**config.mk**
```make
export PLATFORM = sky130hd
export DESIGN_NAME = vme_bus_requester_flat
export DESIGN_NICKNAME = d
export VERILOG_FILES = /design/src/rtl/vme_bus_requester_if.sv /design/src/rtl/vme_bus_requester.sv /design/src/flat_wrapper.sv
export SDC_FILE = /design/constraint.sdc
export NUM_CORES = 1
export LEC_CHECK = 0
export CORE_MARGIN = 3
export CORE_UTILIZATION = 49
export CTS_CLUSTER_SIZE = 25
export DETAILED_ROUTE_END_ITERATION = 6
export PLACE_DENSITY = 0.82
export RECOVER_POWER = 25
export REMOVE_ABC_BUFFERS = 1
export SYNTH_ARGS = -nofsm -noshare
export SYNTH_HDL_FRONTEND = slang
export SYNTH_SLANG_ARGS = --single-unit
```
**constraint.sdc**
```tcl
create_clock -name clock -period 1.59 [get_ports clock]
set_clock_uncertainty 0.1 [all_clocks]
set_input_delay 0.159 -clock clock [delete_from_list [all_inputs] [get_ports clock]]
set_output_delay 0.159 -clock clock [all_outputs]
set_load 0.01 [all_outputs]
```
**src/rtl/vme_bus_requester_if.sv**
```systemverilog
// Signal bundle between a local bus-master card and the VME arbitration pins.
// master: the requester block; slave: the local master/bus side that drives it.
interface vme_bus_requester_if;
  logic req;
  logic cycle_active;
  logic grant;
  logic br_n;
  logic bg_in_n;
  logic bg_out_n;
  logic bbsy_n_in;
  logic bbsy_n_out;
  logic bclr_n;
  logic as_n_in;

  modport master (
    input  req, cycle_active, bg_in_n, bbsy_n_in, bclr_n, as_n_in,
    output grant, br_n, bg_out_n, bbsy_n_out
  );

  modport slave (
    output req, cycle_active, bg_in_n, bbsy_n_in, bclr_n, as_n_in,
    input  grant, br_n, bg_out_n, bbsy_n_out
  );
endinterface

```
**src/rtl/vme_bus_requester.sv**
```systemverilog
// VME bus requester: requests on a fixed BR level, owns the bus via BBSY, releases on idle or
// BCLR, and passes BG down the daisy chain when not requesting.
module vme_bus_requester #(
  parameter bit          RELEASE_ON_CLEAR = 1'b1,
  parameter int unsigned BBSY_MIN         = 3
) (
  input logic                 clock,
  input logic                 reset,
  vme_bus_requester_if.master bus
);

  localparam int unsigned CntW = (BBSY_MIN > 1) ? $clog2(BBSY_MIN) : 1;

  typedef enum logic [2:0] {
    StIdle,
    StRequest,
    StWaitBus,
    StOwner,
    StRelease
  } state_e;

  state_e          state_q, state_d;
  logic [CntW-1:0] cnt_q, cnt_d;
  logic            grant_q, grant_d;
  logic            br_n_q, br_n_d;
  logic            bg_out_n_q, bg_out_n_d;
  logic            bbsy_n_out_q, bbsy_n_out_d;

  // Two-stage synchronisers, idle (high) on reset: {as, bclr, bbsy, bg}.
  logic [3:0] sync1_q, sync2_q;
  logic       bg_in_s, bbsy_s, bclr_s, as_s;

  always_ff @(posedge clock or posedge reset) begin
    if (reset) begin
      sync1_q <= '1;
      sync2_q <= '1;
    end else begin
      sync1_q <= {bus.as_n_in, bus.bclr_n, bus.bbsy_n_in, bus.bg_in_n};
      sync2_q <= sync1_q;
    end
  end

  assign bg_in_s = sync2_q[0];
  assign bbsy_s  = sync2_q[1];
  assign bclr_s  = sync2_q[2];
  assign as_s    = sync2_q[3];

  always_comb begin
    state_d      = state_q;
    cnt_d        = cnt_q;
    grant_d      = 1'b0;
    br_n_d       = 1'b1;
    bg_out_n_d   = 1'b1;
    bbsy_n_out_d = 1'b1;

    case (state_q)
      StIdle: begin
        bg_out_n_d = bg_in_s;
        // A grant already passing through wins over a new request.
        if (bus.req && bg_in_s) begin
          state_d    = StRequest;
          br_n_d     = 1'b0;
          bg_out_n_d = 1'b1;
        end
      end

      StRequest: begin
        br_n_d = 1'b0;
        if (!bg_in_s) begin
          state_d = StWaitBus;
        end
      end

      StWaitBus: begin
        br_n_d = 1'b0;
        if (bbsy_s && as_s) begin
          state_d      = StOwner;
          grant_d      = 1'b1;
          bbsy_n_out_d = 1'b0;
          br_n_d       = 1'b1;
          cnt_d        = CntW'(BBSY_MIN - 1);
        end
      end

      StOwner: begin
        grant_d      = 1'b1;
        bbsy_n_out_d = 1'b0;
        if (cnt_q != '0) begin
          cnt_d = cnt_q - CntW'(1);
        end
        // Never abandon a transfer in progress, even under BCLR.
        if ((cnt_q == '0) && !bus.cycle_active &&
            (!bus.req || (RELEASE_ON_CLEAR && !bclr_s))) begin
          state_d      = StRelease;
          grant_d      = 1'b0;
          bbsy_n_out_d = 1'b1;
        end
      end

      StRelease: begin
        // Wait for the arbiter to drop our grant so it is not mistaken for a fresh one.
        if (bg_in_s) begin
          state_d = StIdle;
        end
      end

      default: begin
        state_d = StIdle;
        cnt_d   = '0;
      end
    endcase
  end

  always_ff @(posedge clock or posedge reset) begin
    if (reset) begin
      state_q      <= StIdle;
      cnt_q        <= '0;
      grant_q      <= 1'b0;
      br_n_q       <= 1'b1;
      bg_out_n_q   <= 1'b1;
      bbsy_n_out_q <= 1'b1;
    end else begin
      state_q      <= state_d;
      cnt_q        <= cnt_d;
      grant_q      <= grant_d;
      br_n_q       <= br_n_d;
      bg_out_n_q   <= bg_out_n_d;
      bbsy_n_out_q <= bbsy_n_out_d;
    end
  end

  assign bus.grant      = grant_q;
  assign bus.br_n       = br_n_q;
  assign bus.bg_out_n   = bg_out_n_q;
  assign bus.bbsy_n_out = bbsy_n_out_q;

endmodule
```
**src/flat_wrapper.sv**
```systemverilog
// flat-port wrapper written by rule: the top's interface ports become plain ports
module vme_bus_requester_flat 
#(
  parameter bit          RELEASE_ON_CLEAR = 1'b1,
  parameter int unsigned BBSY_MIN         = 3
)
  (clock, reset, bus_req, bus_cycle_active, bus_bg_in_n, bus_bbsy_n_in, bus_bclr_n, bus_as_n_in, bus_grant, bus_br_n, bus_bg_out_n, bus_bbsy_n_out);
  vme_bus_requester_if bus_i ();
  input logic clock;
  input logic reset;
  input wire logic [$bits(bus_i.req)-1:0] bus_req;
  input wire logic [$bits(bus_i.cycle_active)-1:0] bus_cycle_active;
  input wire logic [$bits(bus_i.bg_in_n)-1:0] bus_bg_in_n;
  input wire logic [$bits(bus_i.bbsy_n_in)-1:0] bus_bbsy_n_in;
  input wire logic [$bits(bus_i.bclr_n)-1:0] bus_bclr_n;
  input wire logic [$bits(bus_i.as_n_in)-1:0] bus_as_n_in;
  output wire logic [$bits(bus_i.grant)-1:0] bus_grant;
  output wire logic [$bits(bus_i.br_n)-1:0] bus_br_n;
  output wire logic [$bits(bus_i.bg_out_n)-1:0] bus_bg_out_n;
  output wire logic [$bits(bus_i.bbsy_n_out)-1:0] bus_bbsy_n_out;
  assign bus_i.req = bus_req;
  assign bus_i.cycle_active = bus_cycle_active;
  assign bus_i.bg_in_n = bus_bg_in_n;
  assign bus_i.bbsy_n_in = bus_bbsy_n_in;
  assign bus_i.bclr_n = bus_bclr_n;
  assign bus_i.as_n_in = bus_as_n_in;
  assign bus_grant = bus_i.grant;
  assign bus_br_n = bus_i.br_n;
  assign bus_bg_out_n = bus_i.bg_out_n;
  assign bus_bbsy_n_out = bus_i.bbsy_n_out;
  vme_bus_requester #(.RELEASE_ON_CLEAR(RELEASE_ON_CLEAR), .BBSY_MIN(BBSY_MIN)) u_core (.clock(clock), .reset(reset), .bus(bus_i));
endmodule
```
==> summary.md, run 1 <==
| Metric | Value |
|---|---|
| Hold_ws | 0.2492 ns |
| Final min period | 1.452 ns |
| Setup_tns | 0 ns |
| Clk pwr share | ~15% |
| DR vias/cell | around 5.8 |
| Post-synth EDFFs | 0 |
| Detailed Routing Iterations Pass 1 | 4 |
| Setup crit start kind | flip-flop |
| Cts hold-fix bufs | 0 |
| Die H | 44.39 um |
| Most numerous cell in the Yosys netlist | dfstp_2 |
| CTS resizes | 3 |
| Post-synthesis cell type count | 25 |
| Vias in the first global route | roughly 500 |
| Max IR drop VDD | 0.001067 V |
| Setup crit end kind | flip-flop |
| Final slew viol count | 0 |
| Initial antenna violation count | 0 |
| Register area share after synthesis | 60.83% |
| RSZ-0062 raised after global routing | no |
| Final Worst Setup Slack | 0.1379 ns |
| Synth area leaders | dfstp_2 40%, dfrtp_1 21%, a2111oi_4 3.8%, nand4b_1 3.6%, buf_6 3.1% |
| Post-Syn Instances | between 50 and 60 |
| Post-DP HPWL | 913.7 um |
| Clk buf depth | 2 |
| Die Wd | 44.39 um |
| CTS HTree Levels | 1 |
| Diodes inserted | 0 |
| Top cells by count, synth | 11 x dfstp_2, 6 x dfrtp_1, 4 x nand2_1 |
| Setup CP Type | flip-flop to flip-flop |
| Drt drc | 0 |
| Crit Path Max Fanout | 14 |
| Fillers | 118 |
| NetSw | between 500 and 600 uW |
| Layout cells sized above 1 | 28.99% |
| Placeable Area | 1334 um2 |
| Rows | 13 |
| Setup bufs post-CTS | 0 |
| Port Buffers | 11 |
| Synth Warn # | 0 |
| Die ar. | between 1500 and 2000 um2 |
| Main synth FF type | dfstp_2 |
| Yosys top cell area share | between 40% and 50% |
| Nets | 79 |
| Max Cap Viol | 0 |
| Pint | 940.4 uW |
| Fmax | 688.7 MHz |
| Hold Fails Final Rpt | 0 |
| Sequential share of power | about half |
| Critical Path AT | 1.55 ns |
| Cell area power density | 1672 nW/um2 |
| #FFs+latches synth | 17 |
| Area leader, netlist | dfstp_2 |
| Critical Path RT | 1.69 ns |
| Outcome | complete, no violations |
| Final worst path period share | 91.33% |
| GRT Overall Usage | 16.90% |
| CTS tree | yes |
| Comb power frac | between 30% and 40% |
| Via count | 488 |
| Initial DRC count | 10 |
| LEAKAGE | 0.3518 nW |
| Sink Count | 17 |
| Clk root buf | clkbuf_4 |
| Routed WL | approximately 1200 um |
| First-pass GRT wire length | 2263 um |
| TritonCTS Buffers | 3 |
| Largest net degree at the start of global routing | 18 |
| Initial Utilization | 54.13% |
| Syn Area/Cell | around 13 um2 |
| Routability cong. | 0.7511 |
| DR WL/cell | 14.74 um |
| Slew @ Worst Pin | 0.8411 ns |
| Cell area after synthesis | roughly 720 um2 |
| Max-slew headroom | 43.92% |
| Clk slew on worst S/H paths | 0.10 ns |
| GR Overflow Total | 0 |
| Sw Ratio | between 30% and 40% |
| Type of the worst min-delay path | flip-flop to flip-flop |
| Async set-reset flop share out of synthesis | 100.0% |
| # IOs | 12 |
| Layout area overhead | 20.10% |
| Post-DRT Antenna Nets | 0 |
| Pre-CTS WS | approximately 0.067 ns |
| Setup violators final | 0 |
| Clk Latency, worst-skew pair | around 0.29 ns |
registers in the layout, summed over array words and instances, names as in the netlist:
signal,count
u_core.sync1_q,4
u_core.sync2_q,4
u_core.state_q,3
u_core.cnt_q,2
u_core.bus.bbsy_n_out,1
u_core.bus.bg_out_n,1
u_core.bus.br_n,1
u_core.bus.grant,1
metal layers:
metal,vias up,wire (um),global-route usage [%]
met5,-,0,0
li1,231,-,-
met1,238,492,20.27
met2,15,646,26.45
met4,0,23,10.24
met3,4,75,5.285
logic make-up (layout without fill, tap and decap cells):
logic type / after synthesis / after routing / synth area share (%)
AND/OR/NAND/NOR: 22 / 22 / 19.58
flip-flops: 17 / 17 / 60.83
buffers and inverters: 6 / 19 / 5.372
AO/OA/AOI/OAI: 10 / 10 / 12.48
adder cells (fa/ha/maj): 1 / 1 / 1.733
power groups by stage:
stage	registers, mW	clock network, mW	logic [mW]
floorplan	0.713	0	0.300
global placement	0.714	0	0.474
detailed placement	0.728	0	0.498
CTS	0.718	0.233	0.478
global route	0.746	0.255	0.570
finish	0.720	0.221	0.508
final timing paths:
| kind | startpoint | to | slack [ns] | cells after the start |
|---|---|---|---|---|
| worst min register to register | u_core.sync1_q[1] | u_core.sync2_q[1] | 0.25 | 0 |
| worst min-delay path | u_core.sync1_q[1] | u_core.sync2_q[1] | 0.25 | 0 |
| worst max register to register | u_core.state_q[0] | u_core.bus.br_n | 0.14 | 3 |
| worst max-delay path | u_core.state_q[0] | u_core.bus.br_n | 0.14 | 3 |
| min in group asynchronous | reset | u_core.state_q[0] | 0.43 | 3 |
| max in group asynchronous | reset | u_core.cnt_q[1] | 0.43 | 3 |
critical path, stage by stage (launching register included):
cell and delay (ns):
dfrtp_1 0.57, a21oi_2 0.24, nor2b_1 0.09, or3_1 0.36
final cells by class:
type / count / area (um2) / share of cell area [%]
clock inverter: 1 / 5.005 / 0.5772
sequential: 17 / 439.2 / 50.65
tap: 15 / 18.77 / 2.165
clock buffer: 3 / 22.52 / 2.597
timing repair buffer: 12 / 110.1 / 12.70
multi-input combinational: 33 / 260.3 / 30.01
inverter: 3 / 11.26 / 1.299
metrics by stage:
step	cell area (um2)	util [%]	total power [mW]	instances
2_1_floorplan	694.4	-	1.013	53
3_3_place_gp	830.8	62.29	1.188	80
3_5_place_dp	830.8	62.29	1.226	80
4_1_cts	854.6	64.07	1.429	84
5_1_grt	867.1	65.01	1.571	84
6_report	867.1	65.01	1.450	84
cell usage in the layout (no fill, tap or decap), types with 3 or more instances in the layout:
master and count:
dfstp_2 11, dfrtp_1 6, dlygate4sd3_1 5, nand2_1 4, inv_1 3, or3_1 3
nand4b_1 3, nor2_1 3, clkbuf_4 3, clkdlybuf4s50_1 3, dlygate4sd2_1 3
No activity file was read; power rests on OpenSTA's default activity.
==> inputs of run 2 (changes only) <==
CTS_CLUSTER_DIAMETER = 150   (was unset)
==> results of run 2 <==
The final DEF is identical to that of run 1; final timing and power are the same.
==> inputs of run 3 (changes only) <==
SKIP_CTS_REPAIR_TIMING = 1   (was unset)
==> run 3 against run 2 <==
  * Clock power about the same
  * Worst hold slack worse by 0.0012 ns
  * Clock-buffer cell count is the same
  * Fmax increased by 0.12%
  * Register-to-register slack hardly changed
  * Final cell count unchanged
  * Combinational power rose by 3%
  * Non-clock buffer count did not move
  * Total power is 0.99% higher
  * Sequential share of layout area down 0.65 points
  * Critical path depth did not move
  * Via count up 0.61%
  * Critical endpoint unchanged
  * Largest cell class unchanged
==> summary.md, run 3 (synthesized netlist as in run 1, its figures left out) <==
| Metric | Value |
|---|---|
| Routed WL | ~1200 um |
| Hold Fails Final Rpt | 0 |
| Critical path cell sequence | a21oi_2 -> nor2b_1 -> or3_1 |
| Pint | roughly 950 uW |
| Max-slew headroom | a little over two fifths |
| RR Startpoint | u_core.state_q[0] |
| Diodes inserted | 0 |
| Hold EP | u_core.sync2_q[1] |
| Cell Area, Placed | 830.8 um2 |
| Initial DRC count | 10 |
| Comb power frac | 35.8% |
| Cell area power density | 1667 nW/um2 |
| Layout area overhead | 21.66% |
| Rows | 13 |
| TritonCTS Buffers | 3 |
| Sw Ratio | between 30% and 40% |
| GRT Overall Usage | 16.90% |
| Layout cells sized above 1 | 28.99% |
| # IOs | 12 |
| NetSw | 509.5 uW |
| DR vias/cell | 5.845 |
| Max IR drop VDD | 0.001068 V |
| Worst R2R Path Depth | 3 |
| Final min period | roughly 1.5 ns |
| Critical Path Slowest Stage Cell | dfrtp_1 |
| Critical Path RT | approximately 1.7 ns |
| Placeable Area | 1334 um2 |
| Port Buffers | 11 |
| GR Overflow Total | 0 |
| Initial Utilization | 54.13% |
| Crit Path Max Fanout | 14 |
| Die H | 44.39 um |
| Post-DP HPWL | around 910 um |
| Reg2reg end | u_core.bus.br_n |
| Top flop regs | u_core.sync1_q (4), u_core.sync2_q (4), u_core.state_q (3) |
| CTS HTree Levels | 1 |
| Setup crit end kind | flip-flop |
| Via count | a little under 500 |
| Vias in the first global route | between 400 and 500 |
| Commonest non-fill, non-tap cell in the layout | dfstp_2 |
| Clk Latency, worst-skew pair | between 0.2 and 0.3 ns |
| Non-filler instance count after layout | between 80 and 90 |
| Die Wd | 44.39 um |
| DR WL/cell | 14.87 um |
| First-pass GRT wire length | roughly 2300 um |
| Fmax | between 600 and 700 MHz |
| Setup crit start kind | flip-flop |
| CTS tree | yes |
| Outcome | complete, no violations |
| Clk buf depth | 2 |
| Clk pwr share | 15.1% |
| Die ar. | a little under 2000 um2 |
| Slew @ Worst Pin | around 0.84 ns |
| Clk root buf | clkbuf_4 |
| CP max stage delay | between 0.5 and 0.6 ns |
| Final slew viol count | 0 |
| Post-DRT Antenna Nets | 0 |
| RSZ-0062 raised after global routing | no |
| Sequential share of power | 49.2% |
| Design area | between 800 and 900 um2 |
| Clk slew on worst S/H paths | around 0.10 ns |
| Setup violators final | 0 |
| Critical Path AT | 1.55 ns |
| Largest net degree at the start of global routing | 18 |
| Detailed Routing Iterations Pass 1 | 4 |
| Type of the worst min-delay path | flip-flop to flip-flop |
| Commonest non-fill, non-tap cells in the layout | 11 x dfstp_2, 6 x dfrtp_1, 5 x dlygate4sd3_1 |
| LEAKAGE | 0.3688 nW |
| Final worst path period share | 91.22% |
| Max Cap Viol | 0 |
| Routability cong. | around 0.75 |
| Initial antenna violation count | 0 |
| Nets | between 70 and 80 |
| Drt drc | 0 |
| R2r setup slk | 0.14 ns |
| Hold path startpoint | u_core.sync1_q[1] |
| Sink Count | 17 |
| Placed Cells | 80 |
| Setup CP Type | flip-flop to flip-flop |
| WHS Path Cells | 0 |
[run 3: critical path, delay by kind of cell (launching register included)]
| family | cells | cell delay [ns] |
|---|---|---|
| AND/OR/NAND/NOR | 2 | 0.45 |
| flip-flops | 1 | 0.57 |
| AO/OA/AOI/OAI | 1 | 0.24 |
[run 3: power by group through the flow]
stage               sequential (mW)  clock (mW)  combinational, mW
floorplan                     0.713           0              0.300
global placement              0.714           0              0.474
detailed placement            0.728           0              0.498
CTS                           0.720       0.233              0.500
global route                  0.747       0.255              0.584
finish                        0.720       0.221              0.524
[run 3: worst max path at each step]
stage	from	endpoint	slack, ns	cells past startpoint
floorplan	u_core.cnt_q[0]	u_core.bus.bbsy_n_out	0.22	4
global placement	bus_req	u_core.state_q[0]	0.12	4
detailed placement	bus_req	u_core.bus.bbsy_n_out	0.07	4
CTS	u_core.bus.bbsy_n_out	bus_bbsy_n_out	-0.03	1
global route	u_core.state_q[0]	u_core.state_q[0]	0.02	3
finish	u_core.state_q[0]	u_core.bus.br_n	0.14	3
[run 3: final cells by class]
cell class | count | area [um2]
clock inverter | 1 | 5.005
inverter | 3 | 11.26
clock buffer | 3 | 22.52
multi-input combinational | 33 | 260.3
timing repair buffer | 12 | 121.4
tap | 15 | 18.77
fill | 114 | 455.4
sequential | 17 | 439.2
[run 3: stage by stage]
step / setup TNS, ns / util, % / power, mW / setup WS, ns / hold slack [ns]
after floorplan: 0 / - / 1.013 / 0.2220 / -0.02287
final: 0 / 65.85 / 1.464 / 0.1397 / 0.2481
after detailed placement: 0 / 62.29 / 1.226 / 0.06735 / 0.2473
after global routing: 0 / 65.85 / 1.586 / 0.01585 / 0.2580
after global placement: 0 / 62.29 / 1.188 / 0.1184 / 0.2455
after CTS: -0.04871 / 64.35 / 1.453 / -0.03218 / 0.06011
[run 3: metal layers]
| layer | vias to the layer above | track usage [%] | routed length (um) |
|---|---|---|---|
| met1 | 245 | 20.27 | 511 |
| met5 | - | 0 | 0 |
| met2 | 11 | 26.45 | 652 |
| met3 | 4 | 5.285 | 62 |
| met4 | 0 | 10.24 | 23 |
| li1 | 231 | - | - |
